$ cat src/rtl/pipelined_add_sub_if.sv
// pipelined_add_sub_if: operand/result valid-ready bus for pipelined_add_sub
interface pipelined_add_sub_if #(
    parameter int WIDTH = 32
);
    logic             in_valid, in_ready, cin, sub;
    logic             out_valid, out_ready, cout, ovf, zero;
    logic [WIDTH-1:0] a, b, sum;
    modport master (
        output in_valid, a, b, cin, sub, out_ready,
        input  in_ready, out_valid, sum, cout, ovf, zero
    );
    modport slave (
        input  in_valid, a, b, cin, sub, out_ready,
        output in_ready, out_valid, sum, cout, ovf, zero
    );
endinterface

$ cat src/rtl/pipelined_add_sub.sv
// pipelined_add_sub: WIDTH-bit add/subtract split into STAGES chunk adders with a
// registered carry chain, bubble-collapsing valid/ready flow and carry/overflow/zero flags.
module pipelined_add_sub #(
    parameter int WIDTH  = 32,
    parameter int STAGES = 4
) (
    input logic                clk,
    input logic                rst,
    pipelined_add_sub_if.slave bus
);
    localparam int CHUNK = WIDTH / STAGES;

    logic [STAGES-1:0] valid, carry;
    logic [STAGES:0]   ready;
    logic [WIDTH-1:0]  sum_q [STAGES];
    logic [WIDTH-1:0]  a_q   [STAGES];
    logic [WIDTH-1:0]  b_q   [STAGES];
    logic              a_msb [STAGES];
    logic              b_msb [STAGES];
    logic [WIDTH-1:0]  b_eff;
    logic              ovf_q, zero_q;

    assign b_eff         = bus.sub ? ~bus.b : bus.b;
    assign ready[STAGES] = bus.out_ready;
    assign bus.in_ready  = ready[0];
    assign bus.out_valid = valid[STAGES-1];
    assign bus.sum       = sum_q[STAGES-1];
    assign bus.cout      = carry[STAGES-1];
    assign bus.ovf       = ovf_q;
    assign bus.zero      = zero_q;

    for (genvar k = 0; k < STAGES; k++) begin : g_stage
        logic [WIDTH-1:0] a_in, b_in, s_in, s_nx, a_r, b_r, s_r;
        logic [CHUNK-1:0] part;
        logic             v_in, c_in, am_in, bm_in, c_nx;
        logic             v_r, c_r, am_r, bm_r;
        if (k == 0) begin : g_head
            assign v_in  = bus.in_valid;
            assign a_in  = bus.a;
            assign b_in  = b_eff;
            assign s_in  = '0;
            assign c_in  = bus.cin ^ bus.sub;
            assign am_in = bus.a[WIDTH-1];
            assign bm_in = b_eff[WIDTH-1];
        end else begin : g_body
            assign v_in  = valid[k-1];
            assign a_in  = a_q[k-1];
            assign b_in  = b_q[k-1];
            assign s_in  = sum_q[k-1];
            assign c_in  = carry[k-1];
            assign am_in = a_msb[k-1];
            assign bm_in = b_msb[k-1];
        end
        assign ready[k] = ~valid[k] | ready[k+1];
        // Operands shift down one chunk per stage so the current chunk is always the low bits
        always_comb begin
            {c_nx, part} = (CHUNK+1)'(a_in[CHUNK-1:0]) + (CHUNK+1)'(b_in[CHUNK-1:0]) + (CHUNK+1)'(c_in);
            s_nx = s_in | (WIDTH'(part) << (CHUNK * k));
        end
        always_ff @(posedge clk or posedge rst) begin
            if (rst) begin
                v_r  <= 1'b0;
                c_r  <= 1'b0;
                am_r <= 1'b0;
                bm_r <= 1'b0;
                a_r  <= '0;
                b_r  <= '0;
                s_r  <= '0;
            end else if (ready[k]) begin
                v_r <= v_in;
                if (v_in) begin
                    c_r  <= c_nx;
                    am_r <= am_in;
                    bm_r <= bm_in;
                    a_r  <= a_in >> CHUNK;
                    b_r  <= b_in >> CHUNK;
                    s_r  <= s_nx;
                end
            end
        end
        assign valid[k] = v_r;
        assign carry[k] = c_r;
        assign a_msb[k] = am_r;
        assign b_msb[k] = bm_r;
        assign a_q[k]   = a_r;
        assign b_q[k]   = b_r;
        assign sum_q[k] = s_r;
        if (k == STAGES - 1) begin : g_flags
            always_ff @(posedge clk or posedge rst) begin
                if (rst) begin
                    ovf_q  <= 1'b0;
                    zero_q <= 1'b0;
                end else if (ready[k] && v_in) begin
                    ovf_q  <= (am_in == bm_in) && (s_nx[WIDTH-1] != am_in);
                    zero_q <= s_nx == '0;
                end
            end
        end
    end
endmodule

$ cat src/flat_wrapper.sv
// flat-port wrapper written by rule: the top's interface ports become plain ports
module pipelined_add_sub_flat 
#(
    parameter int WIDTH  = 32,
    parameter int STAGES = 4
)
  (clk, rst, bus_in_valid, bus_a, bus_b, bus_cin, bus_sub, bus_out_ready, bus_in_ready, bus_out_valid, bus_sum, bus_cout, bus_ovf, bus_zero);
  pipelined_add_sub_if #(.WIDTH(WIDTH)) bus_i ();
  input logic clk;
  input logic rst;
  input wire logic [$bits(bus_i.in_valid)-1:0] bus_in_valid;
  input wire logic [$bits(bus_i.a)-1:0] bus_a;
  input wire logic [$bits(bus_i.b)-1:0] bus_b;
  input wire logic [$bits(bus_i.cin)-1:0] bus_cin;
  input wire logic [$bits(bus_i.sub)-1:0] bus_sub;
  input wire logic [$bits(bus_i.out_ready)-1:0] bus_out_ready;
  output wire logic [$bits(bus_i.in_ready)-1:0] bus_in_ready;
  output wire logic [$bits(bus_i.out_valid)-1:0] bus_out_valid;
  output wire logic [$bits(bus_i.sum)-1:0] bus_sum;
  output wire logic [$bits(bus_i.cout)-1:0] bus_cout;
  output wire logic [$bits(bus_i.ovf)-1:0] bus_ovf;
  output wire logic [$bits(bus_i.zero)-1:0] bus_zero;
  assign bus_i.in_valid = bus_in_valid;
  assign bus_i.a = bus_a;
  assign bus_i.b = bus_b;
  assign bus_i.cin = bus_cin;
  assign bus_i.sub = bus_sub;
  assign bus_i.out_ready = bus_out_ready;
  assign bus_in_ready = bus_i.in_ready;
  assign bus_out_valid = bus_i.out_valid;
  assign bus_sum = bus_i.sum;
  assign bus_cout = bus_i.cout;
  assign bus_ovf = bus_i.ovf;
  assign bus_zero = bus_i.zero;
  pipelined_add_sub #(.WIDTH(WIDTH), .STAGES(STAGES)) u_core (.clk(clk), .rst(rst), .bus(bus_i));
endmodule
$ cat config.mk
export PLATFORM = sky130hd
export DESIGN_NAME = pipelined_add_sub_flat
export DESIGN_NICKNAME = d
export VERILOG_FILES = /design/src/rtl/pipelined_add_sub_if.sv /design/src/rtl/pipelined_add_sub.sv /design/src/flat_wrapper.sv
export SDC_FILE = /design/constraint.sdc
export NUM_CORES = 1
export LEC_CHECK = 0
export ABC_AREA = 1
export BUFFER_PORTS_ARGS = -buffer_cell sky130_fd_sc_hd__clkbuf_2
export CELL_PAD_IN_SITES_DETAIL_PLACEMENT = 1
export CELL_PAD_IN_SITES_GLOBAL_PLACEMENT = 2
export CORE_ASPECT_RATIO = 1.5
export CORE_MARGIN = 5
export CORE_UTILIZATION = 30
export CTS_BUF_LIST = sky130_fd_sc_hd__clkbuf_4 sky130_fd_sc_hd__clkbuf_8
export CTS_CLUSTER_SIZE = 10
export DETAILED_ROUTE_END_ITERATION = 16
export HOLD_SLACK_MARGIN = 0.03
export PLACE_DENSITY = 0.69
export SLEW_MARGIN = 20
export SYNTH_ARGS = -nofsm -noshare
export SYNTH_HDL_FRONTEND = slang
export SYNTH_SLANG_ARGS = --single-unit
$ cat constraint.sdc
create_clock -name clk -period 8.06 [get_ports clk]
set_clock_uncertainty 0.2 [all_clocks]
set_input_delay 0.403 -clock clk [delete_from_list [all_inputs] [get_ports clk]]
set_output_delay 0.403 -clock clk [all_outputs]
set_load 0.05 [all_outputs]
Yosys cells after proc, flatten, opt, wreduce, memory -nomap -nowiden
Index checks and enable logic that the tools add are counted.
{"block": "totals", "regBits": 216, "latch_bits": 0, "mem_bits_rw": 0, "romBits": 0, "output_inout_bits": 37, "n_memories": 0}
{"block": "op_classes", "add_sub_neg": 8, "mul": 0, "n_div": 0, "n_lt_le_gt_ge": 0, "eq_ne": 2, "shift": 0, "n_mux": 1, "bitwise_logic": 13, "n_reduce_logical": 7}
{"cell": "adder 8 x 8 -> 9 bit", "n": 4}
{"cell": "adder 9 x 1 -> 9 bit", "n": 4}
{"cell": "logical NOT 32 bit", "n": 1}
{"cell": "2-to-1 mux 32 bit", "n": 1}
{"cell": "inverter 32 bit", "n": 1}
{"cell": "OR 32 x 24 -> 32 bit", "n": 1}
{"cell": "OR 32 bit", "n": 1}
{"cell": "OR 8 x 16 -> 16 bit", "n": 1}
{"cell": "AND reduction 2 bit", "n": 4}
{"cell": "inverter 1 bit", "n": 4}
{"cell": "OR 1 bit", "n": 4}
{"cell": "logical AND 1 bit", "n": 2}
{"cell": "equality test 1 bit", "n": 1}
{"cell": "!= test 1 bit", "n": 1}
{"cell": "XOR 1 bit", "n": 1}

Depth between registers and ports, before layout
Gate-level depths: netlist of the first run.
{"block": "depth", "ltp_word": 6, "ltp_mapped": 12}

Least setup slack after synthesis of the first run
Ideal clock, no wire load.
{"block": "synth_timing", "kind": "input-to-reg", "from": "input port bus_sub", "to": "register u_core.g_stage[0].c_r", "t_arrival_ns": 2.278, "path_slack_ns": 5.504, "path_stages": 12, "path_cell_list": "buf_2 buf_2 xnor2_1 fa_1 fa_1 inv_1 nand4_1 o211ai_1 nand2_1 nand2_1 nand2_1 a21oi_1"}
{"block": "synth_between", "elab_chain_cells": 3}
{"item": "start, declared", "line_no": "flat_wrapper.sv:15", "rtl": "input wire logic [$bits(bus_i.sub)-1:0] bus_sub;"}
{"item": "2-to-1 mux 32 bit", "line_no": "pipelined_add_sub.sv:23", "rtl": "assign b_eff = bus.sub ? ~bus.b : bus.b;"}
{"item": "adder 8 x 8 -> 9 bit", "line_no": "pipelined_add_sub.sv:57", "rtl": "{c_nx, part} = (CHUNK+1)'(a_in[CHUNK-1:0]) + (CHUNK+1)'(b_in[CHUNK-1:0]) + (CHUNK+1)'(c_in);"}
{"item": "adder 9 x 1 -> 9 bit (*)", "line_no": "pipelined_add_sub.sv:57"}
{"item": "end signal, assigned", "line_no": "pipelined_add_sub.sv:72", "rtl": "c_r <= c_nx;"}
{"item": "end, declared", "line_no": "pipelined_add_sub.sv:36", "rtl": "logic v_r, c_r, am_r, bm_r;"}
Every way passes the cells marked *; elsewhere a longest branch is shown, timed or not.
A chain may end at the register's enable or synchronous reset.

Final worst setup path of the first run
Same ends and word-level chain as after synthesis.

==> results of run 1 <==
==> final cells by class <==
type	count	area [µm²]	share of cell area, %
well taps	390	488.0	4.664
repair buffers	161	1069	10.21
clock inverters	11	165.2	1.579
inverters	90	342.8	3.277
clock buffers	21	289.0	2.763
flip-flops and latches	186	4654	44.49
multi-input cells	680	3455	33.02
==> sequential cells by signal (all words and copies together), names as in the netlist, 3 cells and up <==
signal               flops
u_core.g_stage.s_r      48
u_core.g_stage.am_r      3
u_core.g_stage.a_r      45
u_core.g_stage.v_r       3
u_core.bus.sum          32
u_core.g_stage.bm_r      3
u_core.g_stage.c_r       3
u_core.g_stage.b_r      45
==> cell usage after synthesis <==
cell type,instances
sky130_fd_sc_hd__nor2_4,3
sky130_fd_sc_hd__a31oi_1,4
sky130_fd_sc_hd__o21ai_0,85
sky130_fd_sc_hd__nand3_2,1
sky130_fd_sc_hd__o21a_1,1
sky130_fd_sc_hd__o21bai_1,1
sky130_fd_sc_hd__nor2_2,1
sky130_fd_sc_hd__nand3b_1,4
sky130_fd_sc_hd__buf_2,21
sky130_fd_sc_hd__nand2_1,397
sky130_fd_sc_hd__a22oi_1,1
sky130_fd_sc_hd__or2_2,2
sky130_fd_sc_hd__clkbuf_1,10
sky130_fd_sc_hd__buf_1,1
sky130_fd_sc_hd__nand4_1,15
sky130_fd_sc_hd__nand3_1,18
sky130_fd_sc_hd__o211ai_1,1
sky130_fd_sc_hd__buf_6,1
sky130_fd_sc_hd__xnor2_1,14
sky130_fd_sc_hd__nand2_2,2
sky130_fd_sc_hd__o21ai_1,17
sky130_fd_sc_hd__a21o_1,2
sky130_fd_sc_hd__a31o_2,2
sky130_fd_sc_hd__inv_2,5
sky130_fd_sc_hd__buf_4,6
sky130_fd_sc_hd__xor2_1,28
sky130_fd_sc_hd__nor2_1,25
sky130_fd_sc_hd__inv_1,85
sky130_fd_sc_hd__o22ai_1,4
sky130_fd_sc_hd__ha_1,28
sky130_fd_sc_hd__a21oi_1,16
sky130_fd_sc_hd__fa_1,8
sky130_fd_sc_hd__dfrtp_1,186
==> per-stage QoR <==
| step | instances | power [mW] |
|---|---|---|
| 2_1_floorplan | 995 | 2.345 |
| 3_3_place_gp | 1457 | 2.694 |
| 3_5_place_dp | 1457 | 2.721 |
| 4_1_cts | 1539 | 3.471 |
| 5_1_grt | 1539 | 3.684 |
| 6_report | 1539 | 3.386 |
==> cells by family after synthesis <==
kind of cell / after synthesis
simple gates: 468
xor+xnor: 42
buf+inv: 129
compound gates: 134
flops: 186
fa+ha+maj: 36
==> repair_timing <==
action                                  in CTS  in global routing
resized for setup                            0                  0
endpoints found under the hold margin      130                  0
endpoints found under the setup margin       0                  0
hold buffers                                50                  0
==> power by group <==
| part | switching [mW] | internal, mW | total (mW) |
|---|---|---|---|
| combinational | 0.897 | 0.392 | 1.29 |
| sequential | 0.162 | 1.23 | 1.39 |
| clock | 0.338 | 0.371 | 0.709 |
==> worst max-delay path: cells and delay by family <==
family	cells	cell delay, ns
buffers and inverters	3	0.63
AOI/OAI and AO/OA	2	0.26
and+or+nand+nor	4	0.34
adders and majority gates	2	0.84
xor gates and xnor gates	1	0.18
==> path summary, 6_finish.rpt <==
path,cells after the start,end,slack (ns)
setup / recovery,12,u_core.g_stage[0].c_r,5.61
hold / removal,4,u_core.g_stage[0].b_r[9],0.08
setup reg to reg,11,u_core.bus.zero,5.73
hold reg to reg,2,u_core.g_stage[0].a_r[12],0.27
max in group asynchronous,4,u_core.g_stage[0].a_r[21],5.86
min in group asynchronous,3,u_core.g_stage[1].s_r[4],0.40
==> per-layer routing <==
layer | routed length (µm) | GRT usage (%) | vias up
met5 | 0 | 0 | -
met4 | 393 | 4.530 | 0
met3 | 659 | 2.807 | 20
met2 | 9736 | 22.05 | 87
met1 | 9682 | 17.84 | 3047
li1 | - | - | 3413
==> results.txt, run 1 <==
- Largest net degree at the start of global routing: 83
- Critical path, cell by cell: clkbuf_2, buf_4, xnor2_1, fa_1, fa_1, inv_1, nand4_1, o211ai_1, nand2_1, nand2_1, nand2_1, a21oi_1
- The share of the Yosys chip area taken by registers is 53.81%.
- For this design, the slowest cell found on the critical path is sky130_fd_sc_hd__fa_1.
- The tree is rooted in a sky130_fd_sc_hd__clkbuf_8.
* Post-Synthesis Net Count: 1101
- Once layout is done, the placed cells without fillers occupy 10460 µm².
* Number of clock sinks: 186
- Max incr delay on CP: 0.47 ns
- Synth warnings: 0
- Fillers: 3402
- After clock tree synthesis, the clock-pin slew on the worst setup and hold paths is roughly 0.090 ns.
- A synthesized cell averages 8.693 µm².
* Worst rel slew slack: 41.31%
- Total Die Area: 32400 µm²
- MaxCap Viol Count: 0
* Crit Reg-Reg Startpoint: u_core.g_stage[2].c_r
- Number of vias per cell: 4.267
- Min-Delay Path Class: in2reg
- By area the synthesized netlist is led by sky130_fd_sc_hd__dfrtp_1 54%, sky130_fd_sc_hd__nand2_1 17%, sky130_fd_sc_hd__o21ai_0 4.9%.
* Largest family of logic cells by synthesized area: simple AND/OR/NAND/NOR gates
- Clk Latency, worst-skew pair: 0.48 ns
- Cell type with the highest aggregate area in the netlist: sky130_fd_sc_hd__dfrtp_1
- GRT Resource Usage Total: 13.49%
- The worst setup path is captured at a flop.
- For the worst setup path, the data required time is 8.26 ns.
- The post-route netlist has about 14% of its cells at a drive strength greater than 1.
- Tightest Pin Transition: approximately 0.88 ns
* Num rows: 76
* Initial core utilization: 30.22%
* Final core occ: a little over a third
- Number of setup violations in the final report: 0
- Worst hold margin: 0.07680 ns
- XOR/XNOR Fraction of Synth Area: between 4 and 5%
* Min setup slack post-route: 5.610 ns
- In this run the cell area measured after placement is 9508 µm².
- Top cell type's share of synthesized area: 53.81%
- Of the post-synthesis cell area, the part taken by muxes is 0%.
- Net total in the final layout: 1242
* Commonest cells after routing, fill and taps aside: 397 x sky130_fd_sc_hd__nand2_1, 186 x sky130_fd_sc_hd__dfrtp_1, 106 x sky130_fd_sc_hd__clkbuf_2
- Data arrival time at the worst-slack endpoint: 2.65 ns
* Status: finished clean
- The number of slew-limit violations in the final report came to 0.
- For this block, the routed nets add up to 20470 µm of wire.
* Number of levels in the clock H-tree: 4
- Hold Violations, Final: 0
- VDD sags by at most 0.1155 mV.
* Post-synthesis share of cell area spent on full adders, half adders and majority gates: 5.902%
* Remaining DRCs: 0
- Gate count of the mapped netlist: 995
* Std-Cell Core Area: 28620 µm²
* Height of the chip: 218.0 µm
- The HPWL after detailed placement is approximately 15000 µm.
* Most frequent standard cell in the layout excluding fill and tap cells: sky130_fd_sc_hd__nand2_1
* Cell seen most often among critical-path stages: sky130_fd_sc_hd__nand2_1
- Critical Setup Path Class: in2reg
* Setup Total Neg Slack: 0 ns
- Synth cell types: 33
- Compared with the post-synthesis result, the final layout area differs by 20.96%.
- Total of flip-flops plus latches after synthesis: 186
* Post-DRT Antenna Nets: 0
- Cell Pwr Density: 323.7 nW/µm²
* Leakage power: 5.447 nW
- Clock tree synthesis inserted a total of 17 buffers.
* Iter 0 DRT Violations: 260
- Placer congestion estimate: 0.7362
- WL per Instance: 13.30 µm
- Maximum buffer depth of the clock tree: 2
* GRT Residual Overflow: 0
- Area fraction in and, or, nand and nor cells after synthesis: 21.65%
- Buffers added to address setup during post-CTS repair amount to 0.
* Critical Path Fanout Max: 33
- STA classifies the critical path startpoint as an input pin.
* Final worst path period share: 30.39%
- Antenna violations before repair: 0
- Unrepaired setup endpoints after global routing: false
- TritonCTS built the clock tree.
- In this run the tool buffered the top-level ports with 106 buffer cells.
- After synthesis the cells add up to 8650 µm².
- Vias in the first global route: a little under 7000
- Number of optimization iterations in the first detailed-route pass: 4
- Detailed routing inserted a total of 6567 vias.
- Time the final worst path needs with I/O delays and setup: 2.450 ns
* Horiz. Die Dim: approximately 150 µm
- Area fraction in compound gates after synthesis: 8.130%
* Wire length of the first global-routing pass: 35120 µm
- Number of antenna cells inserted: 0
- The startpoint identified for the worst hold timing path is bus_b[17].
- In this run the count of I/O pins placed on the die edge is 107.
- The most critical setup path has its startpoint at bus_sub.
- Before CTS, the worst setup slack after placement is 5.075 ns.
* Maximum operating frequency: 408.2 MHz
(Power assumes the default switching activity.)
==> run 2, diff against run 1 <==
--- a/config.mk
+++ b/config.mk
@@ -5,7 +5,7 @@
 export SDC_FILE = /design/constraint.sdc
 export NUM_CORES = 1
 export LEC_CHECK = 0
-export ABC_AREA = 1
+export ABC_AREA = 0
 export BUFFER_PORTS_ARGS = -buffer_cell sky130_fd_sc_hd__clkbuf_2
 export CELL_PAD_IN_SITES_DETAIL_PLACEMENT = 1
 export CELL_PAD_IN_SITES_GLOBAL_PLACEMENT = 2
@@ -16,7 +16,7 @@
 export CTS_CLUSTER_SIZE = 10
 export DETAILED_ROUTE_END_ITERATION = 16
 export HOLD_SLACK_MARGIN = 0.03
-export PLACE_DENSITY = 0.69
+export PLACE_DENSITY = 0.63
 export SLEW_MARGIN = 20
 export SYNTH_ARGS = -nofsm -noshare
 export SYNTH_HDL_FRONTEND = slang
==> constraint.sdc (replaced) <==
create_clock -name clk -period 2.5 [get_ports clk]
set_clock_uncertainty 0.2 [all_clocks]
set_input_delay 0.125 -clock clk [delete_from_list [all_inputs] [get_ports clk]]
set_output_delay 0.125 -clock clk [all_outputs]
set_load 0.05 [all_outputs]
==> run 2 against run 1 <==
The flow now finishes with violations (negative setup slack); largest cell class unchanged; hold slack got worse by 0.015 ns; cell area up 3.4%; area after synthesis down 2.2%; critical path depth fell by 5; combinational power grew to 3.7 times the previous value; highest routed layer unchanged; register-to-register slack worse by 5.8 ns; first-iteration DRC count decreased by 46%; clock power grew to 3.4 times the previous value; synthesized cell count down 32%; sequential power rose to 3.4 times the previous value; non-clock buffer count grew 39; die area is 2.0% lower.
==> results.txt, run 2 <==
- IR Drop Worst-Case VDD: 0.3327 mV (+190%)
* Net total in the final layout: 969 (-22%)
- The largest registers in the layout are u_core.g_stage.s_r x48, u_core.g_stage.a_r x45, u_core.g_stage.b_r x45.
- Register with the most flip-flops: u_core.g_stage.s_r
- The number of buffers added on ports was 106 (unchanged).
* Layout overhead on the synthesized area: 27.90%
* Number of slew-limit violations in the final report: 0 (unchanged)
- Timing would allow up to roughly 390 MHz.
* Number of vias per cell: 4.664 (+9.3%)
* Synth cell types: 50 (+52%)
- The final routed DRC violation total came to 0 (unchanged).
- Number of antenna cells inserted: 0 (unchanged)
- Worst rel slew slack: 62.35% (+21 points)
* Min setup slack post-route: -0.05014 ns (-5.660 ns)
- Fillers: 2963 (-13%)
- Vias post-DR: 5699 (-13%)
- Antenna violations before repair: 0 (unchanged)
- The most used flip-flop cell after synthesis is sky130_fd_sc_hd__dfrtp_1.
- Number of levels in the clock H-tree: 4 (unchanged)
- The overall die width came to 147.1 µm (-1.0%).
* Number of setup violations in the final report: 1 (+1)
- The flip-flop count of the largest register, all copies and words added came to 48 (unchanged).
- The count of endpoints failing hold in the final timing report is 0 (unchanged).
- Final worst path period share: 102.0%
* Number of clock sinks: 186 (unchanged)
- MaxCap Viol Count: 0 (unchanged)
- Post-Synthesis Net Count: 779 (-29%)
* Status: finished with violations
* Clock root buffer master: sky130_fd_sc_hd__clkbuf_8
- The overall routing resource usage came to 13.09% (-0.40 points).
- Std-Cell Core Area: 27870 µm² (-2.6%)
* Commonest cells after routing, fill and taps aside: 186 x sky130_fd_sc_hd__dfrtp_1, 106 x sky130_fd_sc_hd__clkbuf_2, 88 x sky130_fd_sc_hd__mux2_1
* GRT Residual Overflow: 0 (unchanged)
* Total of flip-flops plus latches after synthesis: 186 (unchanged)
* WL per Instance: 16.34 µm (+23%)
- The post-CTS clock slew at the launch and capture registers of the worst setup and hold paths came to 0.10 ns (about the same).
- The biggest area contributor in the post-synthesis netlist is sky130_fd_sc_hd__dfrtp_1.
* Wire length of the first global-routing pass: 33100 µm (-5.8%)
- The die height is 215.7 µm (-1.0%).
* Tightest Pin Transition: 0.5648 ns (-0.3155 ns)
- Post-DRT Antenna Nets: 0 (unchanged)
* Element type at the critical path end: flop
- Gate count of the mapped netlist: 673 (-32%)
- Estimated wirelength of the detail-placed design: 14680 µm (-0.99%)
- Number of enable flip-flop cells after synthesis: 0 (unchanged)
- The largest net degree at the start of global routing was 101 (+22%).
- Number of optimization iterations in the first detailed-route pass: 4 (unchanged)
- The final routed wirelength across all metal layers was 19970 µm (-2.5%).
- Share of flip-flops with an asynchronous set or reset after synthesis: 100.0% (unchanged)
- Num rows: 75 (-1.3%)
- The total negative setup slack was -0.05014 ns (-0.05014 ns).
* Iter 0 DRT Violations: 140 (-46%)
* Fraction of layout cells with a size suffix above 1: 26.60% (+13 points)
- Required @ worst endpoint: 2.71 ns (-5.55 ns)
* Count leader, synth: sky130_fd_sc_hd__dfrtp_1
- Subtracting the final worst setup slack from the clock period gives 2.550 ns.
- The number of ports placed on the die boundary was 107 (unchanged).
* Startpoint type of the worst setup path: flop
- The largest fanout on the critical path is 2 (-94%).
- Share of the yosys chip area belonging to registers: 55.01% (+1.2 points)
* CTS tree: built
- Min-Delay Path Class: in2reg
* Critical Setup Path Class: reg2reg
- The number of warnings issued by yosys came to 0 (unchanged).
- The ratio of total power to cell area is 1101 nW/µm² (+240%).
- The global placer's final weighted congestion came to 0.7520 (+2.1%).
- Clk Latency, worst-skew pair: 0.46 ns (-0.02 ns)
- The number of buffers between clock root and the deepest sink is 2 (unchanged).
- The mapped cell area was 8462 µm² (-2.2%).
- Vias in the first global route: 6461 (-4.9%)
* Mean instance size in the synthesized netlist: 12.57 µm² (+45%)
- Unrepaired setup endpoints after global routing: true
- Initial core utilization: 30.36% (+0.14 points)
- Top post-synthesis cells by area: sky130_fd_sc_hd__dfrtp_1 55%, sky130_fd_sc_hd__mux2_1 12%, sky130_fd_sc_hd__mux2_2 4.8%
- Area used by multi-input combinational logic: 3645 µm² (+5.5%)
* Total Die Area: 31730 µm² (-2.0%)
- The data arrival at the endpoint of the critical path was 2.76 ns (+0.11 ns).
- Top cell type's share of synthesized area: 55.01% (+1.2 points)
- Leaving out fill and tap cells, the most frequent cell in the layout is sky130_fd_sc_hd__dfrtp_1.
- Most instantiated cells after synthesis: 186 x sky130_fd_sc_hd__dfrtp_1, 88 x sky130_fd_sc_hd__mux2_1, 55 x sky130_fd_sc_hd__nand2_1
- Violations in the final reports: negative setup slack
- Final core occ: 38.83% (+2.3 points)
- Sequential cell area: 4654 µm² (unchanged)
- The number of buffers created by CTS came to 17 (unchanged).
* Leakage power: 4.887 nW (-10%)
-- run 2: cell types whose count changed in the layout (fill, tap and decap cells not counted), sizes merged, moves of 12 or more --
cell,previous run,this run
nand2,399,55
mux2,0,124
nor2,29,16
nand4,15,3
inv,91,24
o21ai,102,57
xor2,28,14
nand3,19,2
dlygate4sd3,50,67
buf,5,27
xnor2,14,34
-- run 2: where the power goes --
| part | switching, mW | internal [mW] | leakage (nW) |
|---|---|---|---|
| logic | 2.78 | 1.97 | 2.42 |
| clock network | 1.06 | 1.32 | 0.237 |
| registers | 0.735 | 4.04 | 2.23 |
| total | 4.57 | 7.34 | 4.89 |
-- run 2: path summary, 6_finish.rpt --
check	from	to	slack, ns	cells past startpoint
setup / recovery	u_core.g_stage[2].c_r	u_core.bus.zero	-0.05	7
hold / removal	bus_sub	u_core.g_stage[0].b_r[19]	0.06	4
setup reg to reg	u_core.g_stage[2].c_r	u_core.bus.zero	-0.05	7
hold reg to reg	u_core.g_stage[0].s_r[3]	u_core.g_stage[0].s_r[3]	0.29	2
max in group asynchronous	rst	u_core.g_stage[0].b_r[12]	0.75	5
min in group asynchronous	rst	u_core.g_stage[0].a_r[16]	0.53	4
-- run 2: kinds of logic after synthesis --
kind of cell	share of synthesized area, %
AOI/OAI and AO/OA	7.615
muxes	16.86
DFF	55.01
buffers and inverters	2.957
and+or+nand+nor	6.476
adders and majority gates	6.033
xor gates and xnor gates	5.057
-- run 2: through the flow --
step	worst slack (ns)	power (mW)	instances	instance area [µm²]	hold slack (ns)
2_1_floorplan	-0.2520	7.930	673	8477	0.03337
3_3_place_gp	-0.09318	9.295	1119	9572	-0.1141
3_5_place_dp	-0.1594	9.475	1119	9572	-0.1132
4_1_cts	-0.06947	12.06	1219	10760	0.03244
5_1_grt	-0.1352	12.75	1222	10820	0.04949
6_report	-0.05014	11.91	1222	10820	0.06162
-- run 2: critical path, stage by stage, from the launching register on --
cell and delay [ns]:
sky130_fd_sc_hd__dfrtp_1 0.41, sky130_fd_sc_hd__fa_2 0.42, sky130_fd_sc_hd__fa_2 0.43, sky130_fd_sc_hd__or4_4 0.45
sky130_fd_sc_hd__nor4_4 0.14, sky130_fd_sc_hd__nand4_1 0.11, sky130_fd_sc_hd__and4b_1 0.26, sky130_fd_sc_hd__a21o_1 0.08
-- run 2: area by class of cell --
class                           count  area share (%)
Clock buffer                       22           2.798
Clock inverter                     10           1.723
Inverter                           25          0.9017
Multi-Input combinational cell    433           33.68
Sequential cell                   186           43.01
Tap cell                          346           4.000
Timing Repair Buffer              200           13.90
-- run 2: timing repair --
action | CTS | global route
setup buffers | 1 | 3
pin swaps | 1 | 5
setup endpoints to repair | 6 | 7
hold buffers | 67 | 0
hold endpoints to repair | 247 | 0
resized for setup | 5 | 15
-- run 2: metal layers --
metal,wire (µm),vias to the layer above,GRT usage (%),part of all wire (%)
met5,0,-,0,0
li1,-,2709,-,-
met2,11050,79,24.69,55
met4,435,0,4.509,2.2
met1,7955,2888,14.53,40
met3,526,23,2.560,2.6
==> run 3, diff against run 2 <==
--- a/config.mk
+++ b/config.mk
@@ -16,7 +16,7 @@
 export CTS_CLUSTER_SIZE = 10
 export DETAILED_ROUTE_END_ITERATION = 16
 export HOLD_SLACK_MARGIN = 0.03
-export PLACE_DENSITY = 0.63
+export PLACE_DENSITY = 0.74
 export SLEW_MARGIN = 20
 export SYNTH_ARGS = -nofsm -noshare
 export SYNTH_HDL_FRONTEND = slang
==> run 3 against run 2 <==
The run still ends with negative setup slack left; wire length shrank 3.9%; global-route usage shrank 0.18 points; fmax shrank 1.6%; register-to-register slack lost 0.04 ns; total power shrank 4.2%; hold slack gained 0.046 ns; highest routed layer unchanged.
==> results.txt, run 3 (synthesized netlist as in run 2, its figures left out) <==
* Critical Path Fanout Max: 2 (unchanged)
* CP Launch Point: u_core.g_stage[2].c_r
- The number of slew-limit violations in the final report came to 0 (unchanged).
- Hold path startpoint: bus_b[2]
* Violations in the final reports: negative setup slack
* Min-Delay Path Class: in2reg
- Clock transition at the registers of the reported paths: 0.10 ns (about the same)
* WL per Instance: 15.75 µm (-3.6%)
* Wire length of the first global-routing pass: 32620 µm (-1.4%)
* Worst hold margin: 0.1071 ns (+0.04551 ns)
- The ratio of cells with drive above 1 in the final layout is 26.15% (-0.45 points).
- Clock root buffer master: sky130_fd_sc_hd__clkbuf_8
- The total via count after detailed routing came to 5641 (-1.0%).
- Post-detailed-routing wire length: 19190 µm (-3.9%)
- Time the final worst path needs with I/O delays and setup: 2.591 ns (+0.04054 ns)
* Crit Reg-Reg Startpoint: u_core.g_stage[2].c_r
* Total Die Area: 31730 µm² (unchanged)
* Fillers: 2969 (+0.20%)
- The top cell types in the final layout, fill and taps aside, are 186 x sky130_fd_sc_hd__dfrtp_1, 106 x sky130_fd_sc_hd__clkbuf_2, 88 x sky130_fd_sc_hd__mux2_1.
- The die height is 215.7 µm (unchanged).
* Number of setup violations in the final report: 1 (unchanged)
- CTS tree: built
* Post-DRT Antenna Nets: 0 (unchanged)
- The number of antenna violations at the first check in global routing was 0 (unchanged).
* Cell seen most often among critical-path stages: sky130_fd_sc_hd__fa_2
* Initial core utilization: 30.36% (unchanged)
* Overall power: 11.41 mW (-4.2%)
- The number of buffers created by CTS is 17 (unchanged).
* Placed cell areas: 9619 µm² (+0.50%)
* Element type at the critical path end: flop
- The overall routing resource usage is 12.91% (-0.18 points).
- Net total in the final layout: 968 (-0.10%)
* Top-level port count: 107 (unchanged)
* Number of clock sinks: 186 (unchanged)
- Unrepaired setup endpoints after global routing: true
* Register with the most flip-flops: u_core.g_stage.s_r
- The number of vias per cell was 4.631 (-0.69%).
* Maximum buffer depth of the clock tree: 2 (unchanged)
- The final worst-path setup slack came to -0.09067 ns (-0.04054 ns).
- Critical path, cell by cell: fa_2, fa_2, or4_4, nor4_4, nand4_1, and4b_1, a21o_1
- Design area: 10730 µm² (-0.90%)
- Final worst path period share: 103.6% (+1.6 points)
- The flop-to-flop setup slack was -0.09 ns (-0.04 ns).
- The flow ran to the end, but the final reports show violations.
- Top flop regs: u_core.g_stage.s_r x48, u_core.g_stage.a_r x45, u_core.g_stage.b_r x45
- Num rows: 75 (unchanged)
- From synthesis to final layout, the design area changed by 26.75%.
- The number of maximum-capacitance constraint violations came to 0 (unchanged).
- Maximum operating frequency: 386.0 MHz (-1.6%)
- Estimated wirelength of the detail-placed design: 14600 µm (-0.57%)
- Data arrival time at the worst-slack endpoint: 2.81 ns (+0.05 ns)
* Number of port buffers: 106 (unchanged)
* Largest net degree at the start of global routing: 50 (-50%)
* Max incr delay on CP: 0.45 ns (about the same)
* Number of optimization iterations in the first detailed-route pass: 4 (unchanged)
* Placer congestion estimate: 0.7727 (+2.8%)
- The total leakage power is 4.855 nW (-0.63%).
- The actual slew at the worst max-slew pin was 0.8878 ns (+0.3230 ns).
- The slowest stage of the critical path belongs to the cell sky130_fd_sc_hd__or4_4.
* Clk Latency, worst-skew pair: 0.48 ns (+0.02 ns)
- The final routed DRC violation total came to 0 (unchanged).
* Iter 0 DRT Violations: 138 (-1.4%)
- The area of the core was 27870 µm² (unchanged).
- Required @ worst endpoint: 2.72 ns (about the same)
* Vias in the first global route: 6292 (-2.6%)
- Number of antenna cells inserted: 0 (unchanged)
- Most frequent standard cell in the layout excluding fill and tap cells: sky130_fd_sc_hd__dfrtp_1
- Critical Setup Path Class: reg2reg
* Horiz. Die Dim: 147.1 µm (unchanged)
- Worst rel slew slack: 40.69% (-22 points)
- Hold Violations, Final: 0 (unchanged)
- STA classifies the critical path startpoint as a flop.
- Place WS: -0.1513 ns (+0.008087 ns)
* Cell Pwr Density: 1064 nW/µm² (-3.3%)
* Number of levels in the clock H-tree: 4 (unchanged)
- Largest register FFs: 48 (unchanged)
* IR Drop Worst-Case VDD: 0.3533 mV (+6.2%)
- The residual overflow from global routing came to 0 (unchanged).
[run 3: changes by cell type in the layout (fill, tap and decap cells not counted), sizes merged]
cell and change:
inv +2, clkinv +1, bufinv -3, dlygate4sd3 -1, clkinvlp -3
[run 3: worst max-delay path: cells and delay by family, from the launching register on]
| family | cells | cell delay [ns] |
|---|---|---|
| AO/OA/AOI/OAI | 1 | 0.08 |
| adder cells (fa/ha/maj) | 2 | 0.84 |
| AND/OR/NAND/NOR | 4 | 0.99 |
| flip-flops | 1 | 0.42 |
[run 3: final timing paths]
kind	to	cells past startpoint
worst min-delay path	u_core.g_stage[0].s_r[3]	7
min in group asynchronous	u_core.bus.sum[1]	3
worst max register to register	u_core.bus.zero	7
worst min register to register	u_core.g_stage[1].s_r[11]	1
max in group asynchronous	u_core.g_stage[0].a_r[13]	4
worst max-delay path	u_core.bus.zero	7
[run 3: layout make-up]
class                      instances  area, µm²  area share (%)
multi-input combinational        433       3645           33.98
clock inverter                     7      92.59          0.8633
sequential                       186       4654           43.40
timing repair buffer             199       1519           14.16
inverter                          25      97.59          0.9099
tap                              346      432.9           4.036
clock buffer                      22      284.0           2.648
[run 3: repair_timing]
| action | 4_1_cts | 5_1_grt |
|---|---|---|
| buffers inserted | 1 | 0 |
| hold endpoints to repair | 87 | 0 |
| gates resized for setup | 5 | 13 |
| pin swaps | 1 | 6 |
| setup endpoints to repair | 4 | 7 |
| hold buffers | 66 | 0 |
[run 3: layer usage]
layer	vias to the layer above	wire, µm	global-route usage, %
li1	2717	-	-
met2	76	10330	23.72
met1	2825	7935	14.91
met5	-	0	0
met3	23	565	2.749
met4	0	358	4.073
[run 3: where the power goes]
part	switching, mW	internal (mW)	total, mW
Clock	1.01	0.960	1.97
Combinational	2.72	1.95	4.67
Sequential	0.729	4.04	4.77
[run 3: metrics by stage]
step / TNS, ns / instances / util [%]
final: -0.09067 / 1218 / 38.48
after global placement: -0.05919 / 1122 / 34.51
after global routing: -0.3237 / 1218 / 38.48
after floorplan: -47.06 / 673 / -
after detailed placement: -0.1941 / 1122 / 34.51
after CTS: -0.08865 / 1218 / 38.35
